### config.mk
export PLATFORM = sky130hd
export DESIGN_NAME = mem_ctrl
export DESIGN_NICKNAME = d
export VERILOG_FILES = /design/src/rtl/riscv_defs.sv /design/src/rtl/mem_byte_seq.sv /design/src/rtl/mem_ctrl.sv
export SDC_FILE = /design/constraint.sdc
export NUM_CORES = 1
export LEC_CHECK = 0
export ABC_AREA = 1
export ABC_CLOCK_PERIOD_IN_PS = 8680
export BUFFER_PORTS_ARGS = -buffer_cell sky130_fd_sc_hd__buf_2
export CORE_ASPECT_RATIO = 2
export CORE_MARGIN = 2
export CORE_UTILIZATION = 40
export CTS_CLUSTER_DIAMETER = 30
export DETAILED_ROUTE_END_ITERATION = 10
export SLEW_MARGIN = 5
export SYNTH_ARGS = -nofsm -noshare
export SYNTH_HDL_FRONTEND = slang
export SYNTH_HIERARCHICAL = 1
export SYNTH_SLANG_ARGS = --single-unit
### constraint.sdc
create_clock -name clk_in -period 8.68 [get_ports clk_in]
set_input_delay 0.434 -clock clk_in [delete_from_list [all_inputs] [get_ports clk_in]]
set_output_delay 0.434 -clock clk_in [all_outputs]
set_load 0.005 [all_outputs]
### src/rtl/riscv_defs.sv
// Shared definitions for the memory controller: LSB size encodings, controller
// FSM states, arbitration grant type and the IO-space address decode value.
package riscv_defs;

  localparam logic [1:0] IO_SPACE_SEL = 2'b11;

  localparam logic [1:0] SIZE_BYTE = 2'd0;
  localparam logic [1:0] SIZE_HALF = 2'd1;
  localparam logic [1:0] SIZE_WORD = 2'd2;

  localparam logic [1:0] ST_IDLE  = 2'd0;
  localparam logic [1:0] ST_READ  = 2'd1;
  localparam logic [1:0] ST_WRITE = 2'd2;
  localparam logic [1:0] ST_DONE  = 2'd3;

  typedef enum logic { GRANT_IC = 1'b0, GRANT_LSB = 1'b1 } grant_e;

  // Index of the final byte of an LSB access; the illegal size 3 behaves as a word.
  function automatic logic [1:0] size_last_idx(input logic [1:0] size);
    case (size)
      SIZE_BYTE: return 2'd0;
      SIZE_HALF: return 2'd1;
      SIZE_WORD: return 2'd3;
      default:   return 2'd3;
    endcase
  endfunction

endpackage

### src/rtl/mem_byte_seq.sv
// Byte sequencer for the external bus: issues consecutive byte addresses,
// shifts store data out and assembles read bytes (little-endian) into a word.
module mem_byte_seq
  import riscv_defs::*;
#(
  parameter int         ADDR_WIDTH = 32,
  parameter logic [1:0] IO_SEL     = IO_SPACE_SEL
) (
  input  logic                  clk_in,
  input  logic                  rst_in,
  input  logic                  rdy_in,
  input  logic                  io_buffer_full,
  input  logic                  start,
  input  logic                  start_we,
  input  logic [1:0]            start_last,
  input  logic [ADDR_WIDTH-1:0] start_addr,
  input  logic [31:0]           start_wdata,
  input  logic                  active,
  input  logic [7:0]            mem_din,
  output logic [ADDR_WIDTH-1:0] mem_a,
  output logic [7:0]            mem_dout,
  output logic                  mem_wr,
  output logic                  finish,
  output logic [31:0]           word_next
);

  logic                  we;
  logic                  wr_q;
  logic                  live;
  logic                  pend;
  logic                  is_io;
  logic [1:0]            last_idx;
  logic [1:0]            iss;
  logic [1:0]            next_iss;
  logic [1:0]            cap;
  logic [ADDR_WIDTH-1:0] base;
  logic [23:0]           wbuf;
  logic [31:0]           rbuf;
  logic                  io_stall;
  logic                  step;

  assign io_stall = is_io && io_buffer_full;
  assign step     = active && rdy_in;
  assign next_iss = iss + 2'd1;

  // Strobe is gated combinationally so a paused or stalled cycle never writes.
  assign mem_wr = wr_q && rdy_in && !io_stall;

  assign finish = step && (we ? (wr_q && !io_stall && iss == last_idx)
                              : (pend && cap == last_idx));

  // NOTE: the full default assignment first keeps this block free of latches.
  always_comb begin
    word_next = rbuf;
    word_next[{cap, 3'b000} +: 8] = mem_din;
  end

  // NOTE: state uses non-blocking assignments so every register samples pre-edge values.
  always_ff @(posedge clk_in or posedge rst_in) begin
    if (rst_in) begin
      we       <= 1'b0;
      wr_q     <= 1'b0;
      live     <= 1'b0;
      pend     <= 1'b0;
      is_io    <= 1'b0;
      last_idx <= '0;
      iss      <= '0;
      cap      <= '0;
      base     <= '0;
      mem_a    <= '0;
      mem_dout <= '0;
      wbuf     <= '0;
      rbuf     <= '0;
    end else if (start) begin
      base     <= start_addr;
      mem_a    <= start_addr;
      we       <= start_we;
      wr_q     <= start_we;
      last_idx <= start_last;
      is_io    <= (start_addr[17:16] == IO_SEL);
      iss      <= '0;
      cap      <= '0;
      live     <= 1'b1;
      pend     <= 1'b0;
      rbuf     <= '0;
      if (start_we) begin
        mem_dout <= start_wdata[7:0];
        wbuf     <= start_wdata[31:8];
      end
    end else if (active && !rdy_in) begin
      // A paused read loses the byte in flight, so re-issue from the next uncaptured byte.
      if (!we) begin
        iss   <= cap;
        mem_a <= base + ADDR_WIDTH'(cap);
        live  <= 1'b1;
        pend  <= 1'b0;
      end
    end else if (step) begin
      if (we) begin
        if (!io_stall) begin
          if (iss == last_idx) begin
            wr_q <= 1'b0;
          end else begin
            iss      <= next_iss;
            mem_a    <= base + ADDR_WIDTH'(next_iss);
            mem_dout <= wbuf[7:0];
            wbuf     <= wbuf >> 8;
          end
        end
      end else begin
        if (pend) begin
          rbuf[{cap, 3'b000} +: 8] <= mem_din;
          cap <= cap + 2'd1;
        end
        pend <= live;
        if (live) begin
          if (iss == last_idx) begin
            live <= 1'b0;
          end else begin
            iss   <= next_iss;
            mem_a <= base + ADDR_WIDTH'(next_iss);
          end
        end
      end
    end
  end

endmodule

### src/rtl/mem_ctrl.sv
// Memory controller: arbitrates IC fetches and LSB accesses for the byte-wide
// external bus and returns one-cycle ready pulses with the assembled data.
module mem_ctrl
  import riscv_defs::*;
#(
  parameter int         ADDR_WIDTH     = 32,
  parameter int         IC_FETCH_BYTES = 4,
  parameter logic [1:0] IO_SEL         = IO_SPACE_SEL
) (
  input  logic                  clk_in,
  input  logic                  rst_in,
  input  logic                  rdy_in,
  input  logic [7:0]            mem_din,
  output logic [7:0]            mem_dout,
  output logic [ADDR_WIDTH-1:0] mem_a,
  output logic                  mem_wr,
  input  logic                  io_buffer_full,
  input  logic                  ic_req,
  input  logic [ADDR_WIDTH-1:0] ic_addr,
  input  logic                  ic_abort,
  output logic                  ic_ready,
  output logic [31:0]           ic_data,
  input  logic                  lsb_req,
  input  logic                  lsb_we,
  input  logic [1:0]            lsb_size,
  input  logic [ADDR_WIDTH-1:0] lsb_addr,
  input  logic [31:0]           lsb_wdata,
  output logic                  lsb_ready,
  output logic [31:0]           lsb_rdata
);

  logic [1:0]  state;
  grant_e      last_grant;
  logic        pick_lsb;
  logic        accept;
  logic        active;
  logic        finish;
  logic [31:0] word_next;

  // With both requesting, the side not served last wins.
  assign pick_lsb = lsb_req && (!ic_req || last_grant == GRANT_IC);
  assign accept   = rdy_in && (state == ST_IDLE) && (ic_req || lsb_req);
  assign active   = (state == ST_READ) || (state == ST_WRITE);

  mem_byte_seq #(
    .ADDR_WIDTH (ADDR_WIDTH),
    .IO_SEL     (IO_SEL)
  ) u_seq (
    .clk_in         (clk_in),
    .rst_in         (rst_in),
    .rdy_in         (rdy_in),
    .io_buffer_full (io_buffer_full),
    .start          (accept),
    .start_we       (pick_lsb && lsb_we),
    .start_last     (pick_lsb ? size_last_idx(lsb_size) : 2'(IC_FETCH_BYTES - 1)),
    .start_addr     (pick_lsb ? lsb_addr : ic_addr),
    .start_wdata    (lsb_wdata),
    .active         (active),
    .mem_din        (mem_din),
    .mem_a          (mem_a),
    .mem_dout       (mem_dout),
    .mem_wr         (mem_wr),
    .finish         (finish),
    .word_next      (word_next)
  );

  always_ff @(posedge clk_in or posedge rst_in) begin
    if (rst_in) begin
      state      <= ST_IDLE;
      last_grant <= GRANT_IC;
      ic_ready   <= 1'b0;
      lsb_ready  <= 1'b0;
      ic_data    <= '0;
      lsb_rdata  <= '0;
    end else if (rdy_in) begin
      ic_ready  <= 1'b0;
      lsb_ready <= 1'b0;
      case (state)
        ST_IDLE: begin
          if (ic_req || lsb_req) begin
            last_grant <= pick_lsb ? GRANT_LSB : GRANT_IC;
            state      <= (pick_lsb && lsb_we) ? ST_WRITE : ST_READ;
          end
        end
        ST_READ, ST_WRITE: begin
          if (state == ST_READ && last_grant == GRANT_IC && ic_abort) begin
            state <= ST_IDLE;
          end else if (finish) begin
            state <= ST_DONE;
            if (last_grant == GRANT_IC) begin
              ic_ready <= 1'b1;
              ic_data  <= word_next;
            end else begin
              lsb_ready <= 1'b1;
              if (state == ST_READ) lsb_rdata <= word_next;
            end
          end
        end
        default: state <= ST_IDLE;
      endcase
    end
  end

endmodule

==> results of run 1 <==
sequential cells by signal, indices dropped and copies added, names as in the netlist, 2 cells and up:
| register | cells |
|---|---|
| ic_data | 32 |
| lsb_rdata | 32 |
| u_seq/base | 32 |
| u_seq/mem_a | 32 |
| u_seq/rbuf | 32 |
| u_seq/wbuf | 24 |
| u_seq/mem_dout | 8 |
| state | 2 |
| u_seq/cap | 2 |
| u_seq/iss | 2 |
| u_seq/last_idx | 2 |
worst reg2reg max path, stage by stage (launching register included):
cell and delay [ns]:
dfrtp_1 0.39, inv_1 0.06, ha_1 0.25, nand2_1 0.12, nor2_4 0.10, inv_2 0.48, buf_4 0.71, nand2_1 0.85
o21ai_0 0.42
through the flow:
stage	worst slack (ns)	hold slack [ns]	power, mW	cell area, um2	utilization
floorplan	4.521	0.4483	2.452	10490	-
global route	4.904	0.1226	4.472	12760	0.4956
global placement	5.277	0.4519	2.868	11700	0.4543
finish	5.193	0.06705	4.135	12760	0.4956
CTS	5.184	0.09534	4.187	12760	0.4956
detailed placement	5.189	0.4581	2.893	11700	0.4543
cells in the final DEF (no fill, tap or decap), types with 2 or more instances in the layout:
cell	instances
nand2_1	488
inv_2	7
or2_2	2
nor2_2	4
a21oi_2	2
a31oi_1	2
dfrtp_1	208
clkinv_2	5
nor3_4	2
clkinvlp_4	4
nor2_1	55
o21ai_1	22
nand2_2	5
a22oi_1	25
inv_1	139
nor2_4	3
o211ai_1	5
nand3_1	110
clkbuf_16	35
inv_6	7
nor3_1	5
o21ai_2	19
ha_1	10
clkinv_1	3
o21a_1	2
buf_2	220
clkinv_4	3
buf_4	5
a21oi_1	26
nand4_1	12
o21ai_0	119
cell families after synthesis:
logic type      Yosys count  share of synthesized area
buf+inv                 213                    0.08983
flops                   208                     0.4962
simple gates            692                     0.2748
compound gates          227                     0.1253
fa+ha+maj                11                    0.01384
power by group through the flow:
stage,clock [mW],combinational (mW),sequential (mW)
2_1_floorplan,0,1.03,1.42
3_3_place_gp,0,1.41,1.46
3_5_place_dp,0,1.43,1.46
4_1_cts,1.30,1.44,1.45
5_1_grt,1.35,1.64,1.49
6_report,1.27,1.42,1.45
path summary, 6_finish.rpt:
check                                   start              to
max in group asynchronous              rst_in  u_seq/rbuf[21]
worst min register to register     ic_data[8]      ic_data[8]
worst max-delay path                 state[0]  u_seq/rbuf[26]
worst min-delay path                   rst_in  u_seq/base[19]
worst max register to register       state[0]  u_seq/rbuf[26]
min in group clk_in             lsb_wdata[29]  u_seq/wbuf[21]
layout make-up:
type                            instances  share of cell area
Inverter                              151             0.04499
Sequential cell                       208              0.4078
Timing Repair Buffer                  225             0.08920
Clock inverter                         20             0.01372
Multi-Input combinational cell        930              0.3413
Tap cell                              340             0.03333
Clock buffer                           36             0.06969
routing by layer:
layer / part of all wire / global-route usage / wire, um
met3: 0.042 / 0.02966 / 1224
met4: 0.045 / 0.1112 / 1314
met1: 0.37 / 0.2304 / 10800
met2: 0.55 / 0.4066 / 16050
met5: 0 / 0 / 0
==> results.cfg, run 1 <==
[die]
io_pins = 221
core-area_um2 = 25750
num_rows = 83
die_w_um = 118.5
die-area_um2 = 27610
start_util = 0.4073
die_h_um = 233.0

[setup_path]
crit_path_frequent_cell = nand2_1
r2r_setup_slack_ns = 5.19
cp-start-kind = flip-flop
path_cells = inv_1, ha_1, nand2_1, nor2_4, inv_2, buf_4, nand2_1, o21ai_0
required_ns = 9.07
ff2ff_path_depth = 8
cp_slowest_cell = nand2_1
cp_num_cells = 8
max_stage_delay_ns = 0.80
critical_path_class = reg2reg
worst_ep_arrival_time_ns = 3.88
worst-path-buf-inv = 3
cp_top_family = buffers and inverters
end_kind = flip-flop
path_max_fanout = 69

[routing]
wl_per_cell_um = 15.38
vias = 9490
viasPerCell = 4.969
initialDrtViolationCount = 484
drt-total-wl_mm = 29.38
ant_nets = 0
route.detailed.drc = 0
dr.pass1.iters = 5

[finish]
multiInputGateArea_um2 = 4357
n_antenna_cell = 0
syn2layout_area_growth_pct = 21.70
drive_above_1_share = 0.2115
fillerInstances = 2675
stdcell_count = 1910
final-seq-area_um2 = 5205
final_nets = 1675

[timing]
period_share = 0.4018
hold_viol = 0
slew_violations = 0
setup-violations-final = 0
finalClockSkew_ns = 0.02064
tns_ns = 0
period_needed_ns = 3.487
max_freq_mhz = 286.7
rsz0062_at_grt = no
worst_pin_slew_ns = 1.248
relSlewSlack = 0.1651

[logic_synthesis]
async_flop_share = 1.000
ys_types = 40
ys_top_cells_by_count = nand2_1, dfrtp_1, inv_1
yosysMostFrequentCell = nand2_1
synth-main-ff-cell = dfrtp_1
synth_edf_count = 0
synth_area_um2 = 10490
yosys.area.top_type = dfrtp_1
synth.area.top_cells = dfrtp_1, nand2_1, o21ai_0, nand3_1, inv_1
yosys_warnings = 6
syn_nets = 1476
postSynthAreaPerCell_um2 = 7.764
yosys.area.top_type_share = 0.4962
ys_seq_area_frac = 0.4962
synth_seq_cells = 208
synth_cells = 1351

[global_route]
antenna_found_initial = 0
grt.overflow.total = 0
grt_max_degree = 89
grt_pass1_wl_mm = 47.64
groute.usage.overall = 0.2153
grt_pass1_vias = 9487

[power]
comb_power_share = 0.343
internal_power_mw = 2.487
p_per_area_nw_per_um2 = 324.0
ir_drop_uv = 162.8
p_seq_frac = 0.350
switchingPower_mw = 1.649
swShare = 0.3987
clock_power_share = 0.306
p_leak_nw = 6.917

[placement]
gp_congestion = 0.8587
portBuffers = 220
placed_cells = 1854
dp_hpwl_mm = 21.13

[clock_tree]
clk_latency_ns = 0.51
postCtsHoldBufs = 0
post_cts_buffers = 0
cts_num_sinks = 208
cts_max_level = 2
path_clk_slew_ns = 0.06
cts_tree = yes
cts_buffer_depth = 3
cts_resized = 0
cts-root-buf = clkbuf_16
numCtsBuffers = 34

[run]
maxCapViolations = 0

[run_status]
status = completed

[min_path]
min_path_type = in2async
Power figures use the tool's default switching activity.
==> run 2: changes to the inputs <==
- ABC_CLOCK_PERIOD_IN_PS: 8680 -> 3000
- clock period: 8.68 -> 3 ns (I/O delays scaled with it)
==> results.cfg, run 2 (synthesized netlist as in run 1, its figures left out) <==
[min_path]
min_path_type = in2reg

[run]
maxCapViolations = 0

[routing]
drt-total-wl_mm = 31.20
route.detailed.drc = 0
ant_nets = 0
viasPerCell = 4.943
initialDrtViolationCount = 623
dr.pass1.iters = 5
vias = 10050
wl_per_cell_um = 15.35

[power]
p_per_area_nw_per_um2 = 885.7
total_power_mw = 12.45
ir_drop_uv = 576.6
p_leak_nw = 7.472

[placement]
portBuffers = 220
place_area_um2 = 11880
dp_hpwl_mm = 22.09
dp_slack_ns = 0.2929
gp_congestion = 0.8915
placed_cells = 1868

[global_route]
grt.overflow.total = 0
grt_pass1_wl_mm = 51.15
grt_pass1_vias = 10296
grt_max_degree = 85
groute.usage.overall = 0.2284
antenna_found_initial = 0

[timing]
max_freq_mhz = 363.3
worst_pin_slew_ns = 0.7061
setup-violations-final = 0
setup_ws_ns = 0.2477
finalClockSkew_ns = 0.03532
rsz0062_at_grt = no
relSlewSlack = 0.5286
period_needed_ns = 2.752
period_share = 0.9174
slew_violations = 0
hold_ws_ns = 0.007212
tns_ns = 0
hold_viol = 0

[setup_path]
end_kind = flip-flop
path_max_fanout = 23
worst_ep_arrival_time_ns = 3.26
critical_path_class = reg2reg
required_ns = 3.51
cp-start-kind = flip-flop

[finish]
layout_commonest_cell = nand2_1
stdcell_count = 2033
fin_area_um2 = 14050
final_nets = 1794
drive_above_1_share = 0.2050
finalCoreUtilization = 0.5456
n_antenna_cell = 0
syn2layout_area_growth_pct = 33.96
mostFrequentLayoutCells = nand2_1, buf_2, dfrtp_1

[die]
die_w_um = 118.5
die_h_um = 233.0
die-area_um2 = 27610
core-area_um2 = 25750
io_pins = 221
num_rows = 83
start_util = 0.4073

[clock_tree]
post_cts_buffers = 0
cts_max_level = 1
cts-root-buf = clkbuf_16
cts_num_sinks = 208
path_clk_slew_ns = 0.07
cts_tree = yes
clk_latency_ns = 0.56
cts_buffer_depth = 3
numCtsBuffers = 31

[run_status]
status = completed
-- run 2: repair_timing --
item / 4_1_cts / 5_1_grt
resized for setup: 0 / 1
setup endpoints to repair: 0 / 2
hold buffers: 108 / 0
endpoints found under the hold margin: 128 / 0
-- run 2: worst paths after layout --
path | slack [ns] | cells after the start | endpoint | start
worst max-delay path | 0.25 | 9 | u_seq/is_io | last_grant
worst min-delay path | 0.007 | 3 | u_seq/rbuf[3] | mem_din[3]
worst max register to register | 0.25 | 9 | u_seq/is_io | last_grant
worst min register to register | 0.47 | 2 | ic_data[6] | ic_data[6]
max in group asynchronous | 1.85 | 4 | u_seq/rbuf[20] | rst_in
min in group asynchronous | 0.27 | 3 | u_seq/wbuf[16] | rst_in
-- run 2: cell type report --
cell class	instances	area (um2)
Fill cell	2509	11700
Sequential cell	208	5205
Multi-Input combinational cell	930	4357
Timing Repair Buffer	347	2400
Clock buffer	31	775.7
Inverter	151	573.1
Tap cell	340	425.4
Clock inverter	26	315.3
-- run 2: power by group --
part | switching (mW) | leakage, nW | internal (mW)
sequential | 0.603 | 2.74 | 3.63
clock | 1.48 | 0.527 | 2.30
combinational | 2.88 | 4.21 | 1.55
total | 4.96 | 7.47 | 7.48
-- run 2: critical path: stages, from the launching register on --
cell and delay [ns]:
dfrtp_1 0.43, nand2_1 0.12, nand2_1 0.08, inv_1 0.52, nand2_1 0.10, nand2_1 0.13
dlygate4sd3_1 0.57, nand3_1 0.09, dlygate4sd3_1 0.58, nand2_1 0.06
-- run 2: routing by layer --
| metal | vias up | wire [um] | GRT usage | share of wire |
|---|---|---|---|---|
| li1 | 4954 | - | - | - |
| met1 | 4725 | 11310 | 0.2417 | 0.36 |
| met2 | 288 | 17030 | 0.4359 | 0.55 |
| met3 | 83 | 1241 | 0.02549 | 0.040 |
| met4 | 0 | 1621 | 0.1243 | 0.052 |
| met5 | - | 0 | 0 | 0 |
